### src/rtl/fft_bitrev_8.sv
`default_nettype none
// ============================================================================
// fft_bitrev_8 : ping-pong reorder buffer, bit-reversed FFT bins -> natural order
// Optional macro FFT_BITREV_IDX_EN adds the dout_idx output.   Rev 1.0
// ============================================================================
module fft_bitrev_8 #(
  parameter int DBW  = 8,
  parameter int CBW  = 3,
  parameter int FILL = 3
) (
  input  logic             clk,
  input  logic             rstx,
  input  logic             clear,
  input  logic             din_vld,
  input  logic [2*DBW-1:0] din,
  output logic             dout_vld,
  output logic             dout_sof,
  output logic [2*DBW-1:0] dout
`ifdef FFT_BITREV_IDX_EN
  ,
  output logic [CBW-1:0]   dout_idx
`endif
);

  localparam int N   = 1 << CBW;
  localparam int SKW = (FILL > 0) ? $clog2(FILL + 1) : 1;
  localparam logic [CBW-1:0] LAST      = CBW'(N - 1);
  localparam logic [SKW-1:0] SKIP_INIT = SKW'(FILL);

  localparam logic [0:0] ST_IDLE = 1'b0;
  localparam logic [0:0] ST_READ = 1'b1;

  function automatic logic [CBW-1:0] bitrev(input logic [CBW-1:0] r);
    for (int i = 0; i < CBW; i++) bitrev[i] = r[CBW-1-i];
  endfunction

  logic [2*DBW-1:0] mem_q [2][N];
  logic [2*DBW-1:0] mem_d [2][N];

  logic [SKW-1:0]   skip_q, skip_d;
  logic [CBW-1:0]   wcnt_q, wcnt_d;
  logic             wbank_q, wbank_d;
  logic             rbank_next_q, rbank_next_d;
  logic             pending_q, pending_d;
  logic [0:0]       state_q, state_d;
  logic [CBW-1:0]   rcnt_q, rcnt_d;
  logic             rbank_q, rbank_d;
  logic [2*DBW-1:0] dout_q, dout_d;
  logic             dout_vld_q, dout_vld_d;
  logic             dout_sof_q, dout_sof_d;
`ifdef FFT_BITREV_IDX_EN
  logic [CBW-1:0]   dout_idx_q, dout_idx_d;
`endif

  logic wr_en;
  logic frame_done;
  logic take;

  // Write side: skip pipeline-fill samples, then fill the current bank.
  always_comb begin
    skip_d       = skip_q;
    wcnt_d       = wcnt_q;
    wbank_d      = wbank_q;
    rbank_next_d = rbank_next_q;
    wr_en        = 1'b0;
    frame_done   = 1'b0;
    if (clear) begin
      skip_d  = SKIP_INIT;
      wcnt_d  = '0;
      wbank_d = 1'b0;
    end else if (din_vld) begin
      if (skip_q != '0) begin
        skip_d = skip_q - SKW'(1);
      end else begin
        wr_en  = 1'b1;
        wcnt_d = wcnt_q + CBW'(1);
        if (wcnt_q == LAST) begin
          wbank_d      = ~wbank_q;
          rbank_next_d = wbank_q;
          frame_done   = 1'b1;
        end
      end
    end
  end

  always_comb begin
    mem_d = mem_q;
    if (wr_en) mem_d[wbank_q][wcnt_q] = din;
  end

  // A completed frame wins over a simultaneous hand-off so it is never lost.
  always_comb begin
    if (clear) pending_d = 1'b0;
    else       pending_d = (pending_q && !take) || frame_done;
  end

  // Read FSM: state register
  always_ff @(posedge clk or negedge rstx) begin
    if (!rstx) state_q <= ST_IDLE;
    else       state_q <= state_d;
  end

  // Read FSM: next state
  always_comb begin
    state_d = state_q;
    rcnt_d  = rcnt_q;
    rbank_d = rbank_q;
    take    = 1'b0;
    if (clear) begin
      state_d = ST_IDLE;
      rcnt_d  = '0;
    end else begin
      case (state_q)
        ST_IDLE: begin
          if (pending_q) begin
            take    = 1'b1;
            state_d = ST_READ;
            rcnt_d  = '0;
            rbank_d = rbank_next_q;
          end
        end
        ST_READ: begin
          if (rcnt_q == LAST) begin
            rcnt_d = '0;
            if (pending_q) begin
              take    = 1'b1;
              rbank_d = rbank_next_q;
            end else begin
              state_d = ST_IDLE;
            end
          end else begin
            rcnt_d = rcnt_q + CBW'(1);
          end
        end
        default: state_d = ST_IDLE;
      endcase
    end
  end

  // Read FSM: outputs
  always_comb begin
    dout_d     = dout_q;
    dout_vld_d = 1'b0;
    dout_sof_d = 1'b0;
`ifdef FFT_BITREV_IDX_EN
    dout_idx_d = dout_idx_q;
`endif
    if (!clear && state_q == ST_READ) begin
      dout_d     = mem_q[rbank_q][bitrev(rcnt_q)];
      dout_vld_d = 1'b1;
      dout_sof_d = (rcnt_q == '0);
`ifdef FFT_BITREV_IDX_EN
      dout_idx_d = rcnt_q;
`endif
    end
  end

  // Buffer contents need no reset: nothing is read before it is rewritten.
  always_ff @(posedge clk) begin
    mem_q <= mem_d;
  end

  always_ff @(posedge clk or negedge rstx) begin
    if (!rstx) begin
      skip_q       <= SKIP_INIT;
      wcnt_q       <= '0;
      wbank_q      <= 1'b0;
      rbank_next_q <= 1'b0;
      pending_q    <= 1'b0;
      rcnt_q       <= '0;
      rbank_q      <= 1'b0;
      dout_q       <= '0;
      dout_vld_q   <= 1'b0;
      dout_sof_q   <= 1'b0;
`ifdef FFT_BITREV_IDX_EN
      dout_idx_q   <= '0;
`endif
    end else begin
      skip_q       <= skip_d;
      wcnt_q       <= wcnt_d;
      wbank_q      <= wbank_d;
      rbank_next_q <= rbank_next_d;
      pending_q    <= pending_d;
      rcnt_q       <= rcnt_d;
      rbank_q      <= rbank_d;
      dout_q       <= dout_d;
      dout_vld_q   <= dout_vld_d;
      dout_sof_q   <= dout_sof_d;
`ifdef FFT_BITREV_IDX_EN
      dout_idx_q   <= dout_idx_d;
`endif
    end
  end

  assign dout     = dout_q;
  assign dout_vld = dout_vld_q;
  assign dout_sof = dout_sof_q;
`ifdef FFT_BITREV_IDX_EN
  assign dout_idx = dout_idx_q;
`endif

endmodule
`default_nettype wire

### config.mk
export PLATFORM = sky130hd
export DESIGN_NAME = fft_bitrev_8
export DESIGN_NICKNAME = d
export VERILOG_FILES = /design/src/rtl/fft_bitrev_8.sv
export SDC_FILE = /design/constraint.sdc
export NUM_CORES = 1
export LEC_CHECK = 0
export CAP_MARGIN = 20
export CORE_UTILIZATION = 35
export CTS_CLUSTER_DIAMETER = 100
export DETAILED_ROUTE_END_ITERATION = 7
export SLEW_MARGIN = 20
export SYNTH_ARGS = -nofsm -noshare
export SYNTH_HDL_FRONTEND = slang
export SYNTH_SLANG_ARGS = --single-unit
export TNS_END_PERCENT = 10
### constraint.sdc
create_clock -name clk -period 5.83 [get_ports clk]
set_input_delay 1.166 -clock clk [delete_from_list [all_inputs] [get_ports clk]]
set_output_delay 1.166 -clock clk [all_outputs]
set_load 0.02 [all_outputs]
==> results summary, run 1 <==
The flow ran to the end, and the final reports show no timing, DRC or antenna violations. The cell count after placement came out at 1106. STA classifies the critical path endpoint as a flip-flop. The maximum buffer depth of the clock tree came out at 3. The top achievable clock speed is 0.2995 GHz.

The combinational group share of total power is 2.9%. By area the synthesized netlist is led by edfxtp_1 (68%), mux2i_1 (11%), dfrtp_1 (6.4%). The smallest clock period supported by the final layout is computed as 3.339 ns. After detailed routing, the number of remaining DRC violations is 0. The pin count of the biggest net entering global routing is 64. The post-synthesis instance area came out at 11310 um2.

For the pin with the worst max-slew slack, the measured transition is 1.053 ns. After detailed routing, the met2 layer carries 12080 um of wire. The setup path with the least slack is of type input port to flip-flop. Sequential cells account for 55.0% of the total power. The number of instances resized during post-cts repair is 0.

The total overflow reported by the global router is 0. The switching power came out at 0.8175 mW. The floorplan step defined a die boundary enclosing 33050 um2. The global-route total usage across every layer came out at 15.04%.

The area growth from synthesis to layout is 15.30%. The number of DRC violations after detailed-routing iteration 0 came out at 384. The tree is rooted in a clkbuf_16. After detailed routing, no signal wire sits above met4. Of all cell types, the one taking the most synthesized area is edfxtp_1. The row count is 65. The post-CTS repair timing setup buffer count came out at 0. The min-delay analysis places its worst path in the category flip-flop to flip-flop. For this run, the number of Yosys warnings is 0.

The stage delay of the slowest cell on the critical path came out at 0.78 ns. Detailed routing placed a total of 951 um of wire on met3. In this run, the clock network consumes 42.1% of the power. The average cell area after synthesis came out at 16.35 um2. The CTS tree is yes. Routability-driven placement finished with a final weighted congestion of 0.7501. The initial antenna violation count is 0.

In this run the tool buffered the top-level ports with 37 buffer cells. The endpoint required time on the critical path came out at 6.07 ns. The average routed wire per standard cell is 21.05 um. The routed via count divided by cell count came out at 5.090. The width of the die came out at 181.8 um. The internal portion of the total power is 3.327 mW. The synthesized netlist cell count is 692. The sequential area share after synthesis came out at 74.83%. The final HPWL from detailed placement is 14020 um.

The worst voltage drop across the vdd grid is 0.0001926 V. The die boundary height is 181.8 um. The count of unique library cells instantiated by Yosys came out at 37. Summed over all failing endpoints, the final setup total negative slack is 0 ns. Setup violations remaining at the end of the flow were counted as 0. The setup skew after layout is 0.01157 ns.

The CTS buffer count is 29. The number of max-slew violations in the final report came out at 0. Data on the critical path arrives at its endpoint at 3.58 ns. The worst-skew pair later-pin latency came out at 0.54 ns.

The boundary pin count came out at 38. The largest fanout on the critical path came out at 16. The post-route met1 wirelength is 10830 um. The standby leakage power is 4.032 nW. The part of the cycle the worst path needs came out at 57.27%. The fraction of layout instances using a drive strength above 1 is 10.03%.

The hold buffer count at CTS is 0. The critical path goes through clkdlybuf4s50_1 > nor2_1 > nand2_1 > nor3_2 > buf_4. The total clock sinks came out at 287.

Once detail routing completed, the nets flagged for antenna violations numbered 0. The core outline area is 31720 um2. The remaining max-slew budget at the tightest pin is 29.41%.

The final count of hold timing violations came out at 0. The worst setup path is launched from an input port. The fraction of power spent switching nets is 19.73%. The slowest library cell on the worst path is nor3_2. The top-area cell type share of the netlist area came out at 67.95%. Across all layers, the routed design uses 5904 vias.

In the layout the commonest cells are edfxtp_1 (256), mux2i_1 (128), nand2_1 (66), nand3_1 (41). The final non-filler cell total is 1160. The number of global-route vias before repair came out at 6042.

The number of flip-flops and latches in the synthesized netlist is 287. The starting density of the core is 35.67%. The antenna cell count is 0. The total power divided by cell area is 317.7 nW/um2. Across the run, the number of max-cap violations was 0. The clock transition time at the flip-flop clock pins of the worst setup and hold paths is 0.06 ns. The final net count came out at 762.

Leaving out fill and tap cells, the most frequent cell in the layout is edfxtp_1. The iteration count of the initial detailed-routing pass came out at 5. The synthesized netlist net count is 718. Setup repair after global routing left no endpoint under its margin. Summed over all layers, the routed wires come to 24420 um.

The count of H-tree levels built during CTS is 1. The wire length of the first global-routing pass came out at 37230 um.
[final timing paths]
path,endpoint,cells after the start,startpoint,slack (ns)
min,rbank_next_q$_DFFE_PN0P_,1,rbank_next_q$_DFFE_PN0P_,0.49
max,mem_q[92]$_DFFE_PP_,5,clear,2.49
min in group asynchronous,state_q$_DFF_PN0_,1,rstx,0.75
max reg2reg,mem_q[92]$_DFFE_PP_,7,skip_q[0]$_DFFE_PN1P_,3.06
max in group asynchronous,rcnt_q[2]$_DFFE_PN0P_,1,rstx,4.45
min reg2reg,rbank_next_q$_DFFE_PN0P_,1,rbank_next_q$_DFFE_PN0P_,0.49
[sequential cells by signal, indices dropped and copies added, names as in the netlist]
register,flops
skip_q,2
dout,16
rcnt_q,3
dout_sof,1
wbank_q,1
rbank_q,1
dout_vld,1
mem_q,256
state_q,1
pending_q,1
rbank_next_q,1
wcnt_q,3
[power by group through the flow]
stage | Combinational (mW) | Clock [mW] | Sequential [mW]
6_report | 0.122 | 1.75 | 2.28
5_1_grt | 0.134 | 1.86 | 2.28
4_1_cts | 0.125 | 1.78 | 2.28
3_5_place_dp | 0.125 | 0 | 2.32
3_3_place_gp | 0.122 | 0 | 2.32
2_1_floorplan | 0.0210 | 0 | 2.33
[stage by stage]
step | hold WS (ns) | worst slack, ns | total power, mW | area [um2] | util, %
floorplan | 0.4585 | 2.222 | 2.354 | 11310 | -
global placement | 0.4681 | 2.024 | 2.442 | 12120 | 38.21
detailed placement | 0.4845 | 1.968 | 2.445 | 12120 | 38.21
CTS | 0.4980 | 2.538 | 4.182 | 13000 | 40.99
global route | 0.5188 | 2.354 | 4.270 | 13040 | 41.12
finish | 0.4913 | 2.491 | 4.144 | 13040 | 41.12
[worst max-delay path: cells and delay by family]
family	cells	cell delay, ns
AND/OR/NAND/NOR	3	1.42
buffers and inverters	2	0.98
[Yosys cell counts]
cell type / number
dfstp_2: 2
mux2_1: 1
inv_1: 5
mux2_2: 1
nand3b_1: 2
dfrtp_1: 29
buf_12: 1
buf_4: 4
o32a_1: 1
clkbuf_1: 11
ha_1: 6
nand4_1: 12
nand3_1: 41
buf_2: 14
nor3_1: 7
xnor2_1: 1
nor3b_1: 3
mux2i_1: 128
buf_8: 1
a22oi_1: 36
and2_1: 1
nor4_1: 1
nor4_2: 1
nor2_1: 17
clkbuf_4: 3
nand2b_1: 4
a211o_1: 1
a21oi_1: 21
edfxtp_1: 256
buf_6: 5
nor2_4: 1
xor2_1: 2
nor3_2: 2
nand2_1: 66
or3_1: 1
buf_1: 1
nor2b_1: 3
[layout make-up]
type,count,area (um2)
sequential,287,8469
tap,402,503.0
multi-input combinational,360,2665
timing repair buffer,53,505.5
inverter,5,18.77
fill,2883,18670
clock buffer,44,792.0
clock inverter,9,90.09
[routing by layer]
layer | up-vias | global-route usage, %
met5 | - | 0
met4 | 0 | 4.441
met3 | 38 | 2.367
met2 | 103 | 25.49
met1 | 3028 | 19.90
li1 | 2735 | -
[logic make-up (layout without fill, tap and decap cells)]
group / count (synthesis) / count (layout) / synth area share, %
AND/OR/NAND/NOR: 162 / 162 / 6.813
XOR/XNOR: 3 / 3 / 0.2323
AO/OA/AOI/OAI: 59 / 59 / 3.484
multiplexers: 130 / 130 / 11.52
flip-flops: 287 / 287 / 74.83
buffers and inverters: 45 / 111 / 2.455
adder cells (fa/ha/maj): 6 / 6 / 0.6636
Note: power is estimated with default switching activity, not from simulation.
==> run 2, diff against run 1 <==
Clock period 5.83 ns to 2.8 ns, I/O delays scaled along.
==> run 2 against run 1 <==
Sequential power up 110%. Routed wire length is 0.90% higher. Worst setup slack worse by 1.9 ns. Worst hold slack worse by 0.48 ns. Highest routed layer unchanged. Count of clock-buffer cells in the layout fell by 6. Largest cell class unchanged. Global-route usage up 0.16 points. Clock skew increased by 0.0038 ns.
==> results summary, run 2 (same netlist as run 1, synthesis figures left out) <==
Setup repair after global routing left no endpoint under its margin. The startpoint class of the critical path is a flip-flop. In this run the number of H-tree levels came out at 1.

Total power for the finished layout comes to 8.899 mW. Summing all placed instances gives a cell area of 12540 um2. The remaining max-slew budget at the tightest pin came out at 48.42%.

For this design the static power due to leakage is 4.289 nW. The congestion estimate from routability-driven global placement came to 0.7424. The final net count came out at 792. Input and output buffers added on the ports amount to 37. The die boundary height came out at 181.8 um. The core outline area came out at 31720 um2. The routed length on met2 came out at 12570 um. Hold repair after CTS inserted 0 buffers. The flow ran to the end, and the final reports show no timing, DRC or antenna violations.

The post-detailed-route count of antenna-violating nets is 0. The number of max-slew violations in the final report came out at 0. Pin placement for this block handled 38 I/O pins.

The final count of hold timing violations is 0. The depth of the critical timing path with buffers and inverters included is 6. The final standard cell utilization of the core came out at 42.63%.

Global routing used 15.20% of the available tracks. The endpoint required time on the critical path came out at 3.03 ns. Clock skew on the completed layout was measured at 0.01540 ns.

Traced cell by cell, the critical path runs through inv_1 > ha_1 > nand2_1 > or3_1 > nor4_4 > buf_4. The cell count after placement came out at 1138. Sequential cells burn 53.2% of the power.

The filler cell count came out at 2829. The initial antenna violation count came out at 0. In the layout the commonest cells are edfxtp_1 (256), mux2i_1 (128), nand2_1 (66), nand3_1 (41). The post-CTS repair timing setup buffer count is 0. The top achievable clock speed is 0.4582 GHz. The number of clock buffers added by TritonCTS is 28. The number of cells on the worst reg-to-reg path is 6. The combinational group share of total power is 3.1%. The final period demand of the worst path is 2.183 ns.

In this run the critical register-to-register path is launched from skip_q[0]$_DFFE_PN1P_. The total of max-cap violations is 0. The total overflow reported by the global router is 0. The highest metal layer with signal wires is met4. On the critical path the largest part of the delay comes from simple AND/OR/NAND/NOR gates.

The worst setup path is of the flip-flop to flip-flop kind. In this run, the number of DRC markers left after iteration 0 of detailed routing was 332. Excluding fillers, the count of instances in the completed layout stands at 1190. The number of design rule violations left after detail routing came out at 0.

The endpoint of the worst register-to-register path is mem_q[255]$_DFFE_PP_. The area of the die is 33050 um2. The antenna cell count is 0. The category of the worst setup path capture point is a flip-flop.

The stage delay of the slowest cell on the critical path came out at 0.57 ns. For the pin with the worst max-slew slack, the measured transition is 0.7713 ns. Counting along the longest clock path gives a buffer depth of 3. The cell sitting at the root of the clock tree is a clkbuf_16.

The final design instance area without fill came out at 13520 um2. The number of global-route vias before repair is 6217. The worst voltage drop across the vdd grid is 0.0004732 V. The data arrival time of the critical path came out at 2.41 ns. The register-to-register setup slack is 0.62 ns. The flip-flop count of the largest register after layout came out at 256. The fraction of power spent switching nets is 19.62%. The post-detailed-routing wire length is 24640 um.

The capture point of the worst path is mem_q[255]$_DFFE_PP_. Ranked by flip-flop count, first place goes to mem_q. The post-route met1 wirelength is 10480 um. Setup total negative slack on the finished layout was measured at 0 ns.

The type of the most critical hold path is input port to asynchronous set/reset pin. Once the floorplan was initialized, standard cells occupied 35.67% of the core. The CTS tree is yes.

The clock transition time at the flip-flop clock pins of the worst setup and hold paths came out at 0.06 ns. The internal power of the cells came out at 7.153 mW. The share of total power dissipated in the clock network is 43.7%.

The number of instances resized during post-cts repair came out at 0. The critical path buffer and inverter count is 2. In this run the worst path has a maximum fanout of 10. The row count came out at 65. The final HPWL from detailed placement came out at 15790 um. The startpoint of the most critical setup path is skip_q[0]$_DFFE_PN1P_. The wire length of the first global-routing pass is 37690 um. The setup-violating endpoint count in the final report came out at 0. Among all stages on the critical path, the largest delay is contributed by or3_1. The total power divided by cell area is 658.1 nW/um2.

The switching power came out at 1.746 mW. The total number of vias is 6044. The fraction of layout instances using a drive strength above 1 came out at 15.36%. Compared with the post-synthesis result, the final layout area differs by 19.52%. The part of the cycle the worst path needs came out at 77.95%.

The total clock sinks is 287. The pin count of the biggest net entering global routing is 33. In the final routed layout, each cell accounts on average for 20.71 um.

The first detailed-routing pass ran for 4 iterations. The most common library cell in the layout ignoring fill and taps is edfxtp_1. The worst-skew pair later-pin latency came out at 0.54 ns. The routed design uses 929 um of met3 wire. Dividing the detail-routed via count by the number of cells gives 5.079. The width of the die came out at 181.8 um.
run 2: cell count changes in the layout (fill, tap and decap cells not counted), sizes merged:
| cell | previous run | this run |
|---|---|---|
| bufinv | 2 | 3 |
| clkinvlp | 0 | 2 |
| clkbuf | 44 | 38 |
| clkinv | 7 | 9 |
| buf | 17 | 48 |
run 2: worst register-to-register path, cell delays in order, from the launching register on:
cell and delay, ns:
dfstp_2 0.36, inv_1 0.08, ha_1 0.24, nand2_1 0.16, or3_1 0.57, nor4_4 0.23
buf_4 0.24
run 2: worst min path at each step:
stage | start | end | slack, ns | cells after the start
after floorplan | rstx | dout[0]$_DFFE_PN0P_ | 0.26 | 0
after global placement | dout[14]$_DFFE_PN0P_ | dout[14]$_DFFE_PN0P_ | 0.47 | 2
after detailed placement | dout[12]$_DFFE_PN0P_ | dout[12]$_DFFE_PN0P_ | 0.47 | 2
after CTS | rstx | dout[7]$_DFFE_PN0P_ | 0.02 | 1
after global routing | rstx | dout[7]$_DFFE_PN0P_ | 0.04 | 1
final | rstx | dout[4]$_DFFE_PN0P_ | 0.01 | 1
run 2: power by group through the flow:
stage	Combinational (mW)	Sequential, mW	Clock [mW]
finish	0.272	4.74	3.89
global route	0.293	4.74	4.14
CTS	0.277	4.74	3.97
detailed placement	0.276	4.83	0
global placement	0.275	4.83	0
floorplan	0.0439	4.86	0
run 2: layout make-up:
| cell class | count | area (um2) | share of cell area, % |
|---|---|---|---|
| repair buffers | 84 | 893.4 | 6.607 |
| multi-input cells | 360 | 2659 | 19.66 |
| clock inverters | 14 | 148.9 | 1.101 |
| inverters | 5 | 18.77 | 0.1388 |
| flip-flops and latches | 287 | 8469 | 62.64 |
| clock buffers | 38 | 829.5 | 6.135 |
| well taps | 402 | 503.0 | 3.720 |
run 2: metal layers:
metal	up-vias	global-route usage (%)
li1	2796	-
met1	3085	19.38
met2	120	26.68
met3	43	2.126
met4	0	4.847
met5	-	0
run 2: metrics by stage:
stage	hold slack, ns	worst slack (ns)
3_5_place_dp	0.4729	0.1603
2_1_floorplan	0.2644	0.05122
4_1_cts	0.01969	0.6057
3_3_place_gp	0.4664	0.1859
6_report	0.01050	0.6174
5_1_grt	0.03628	0.5306
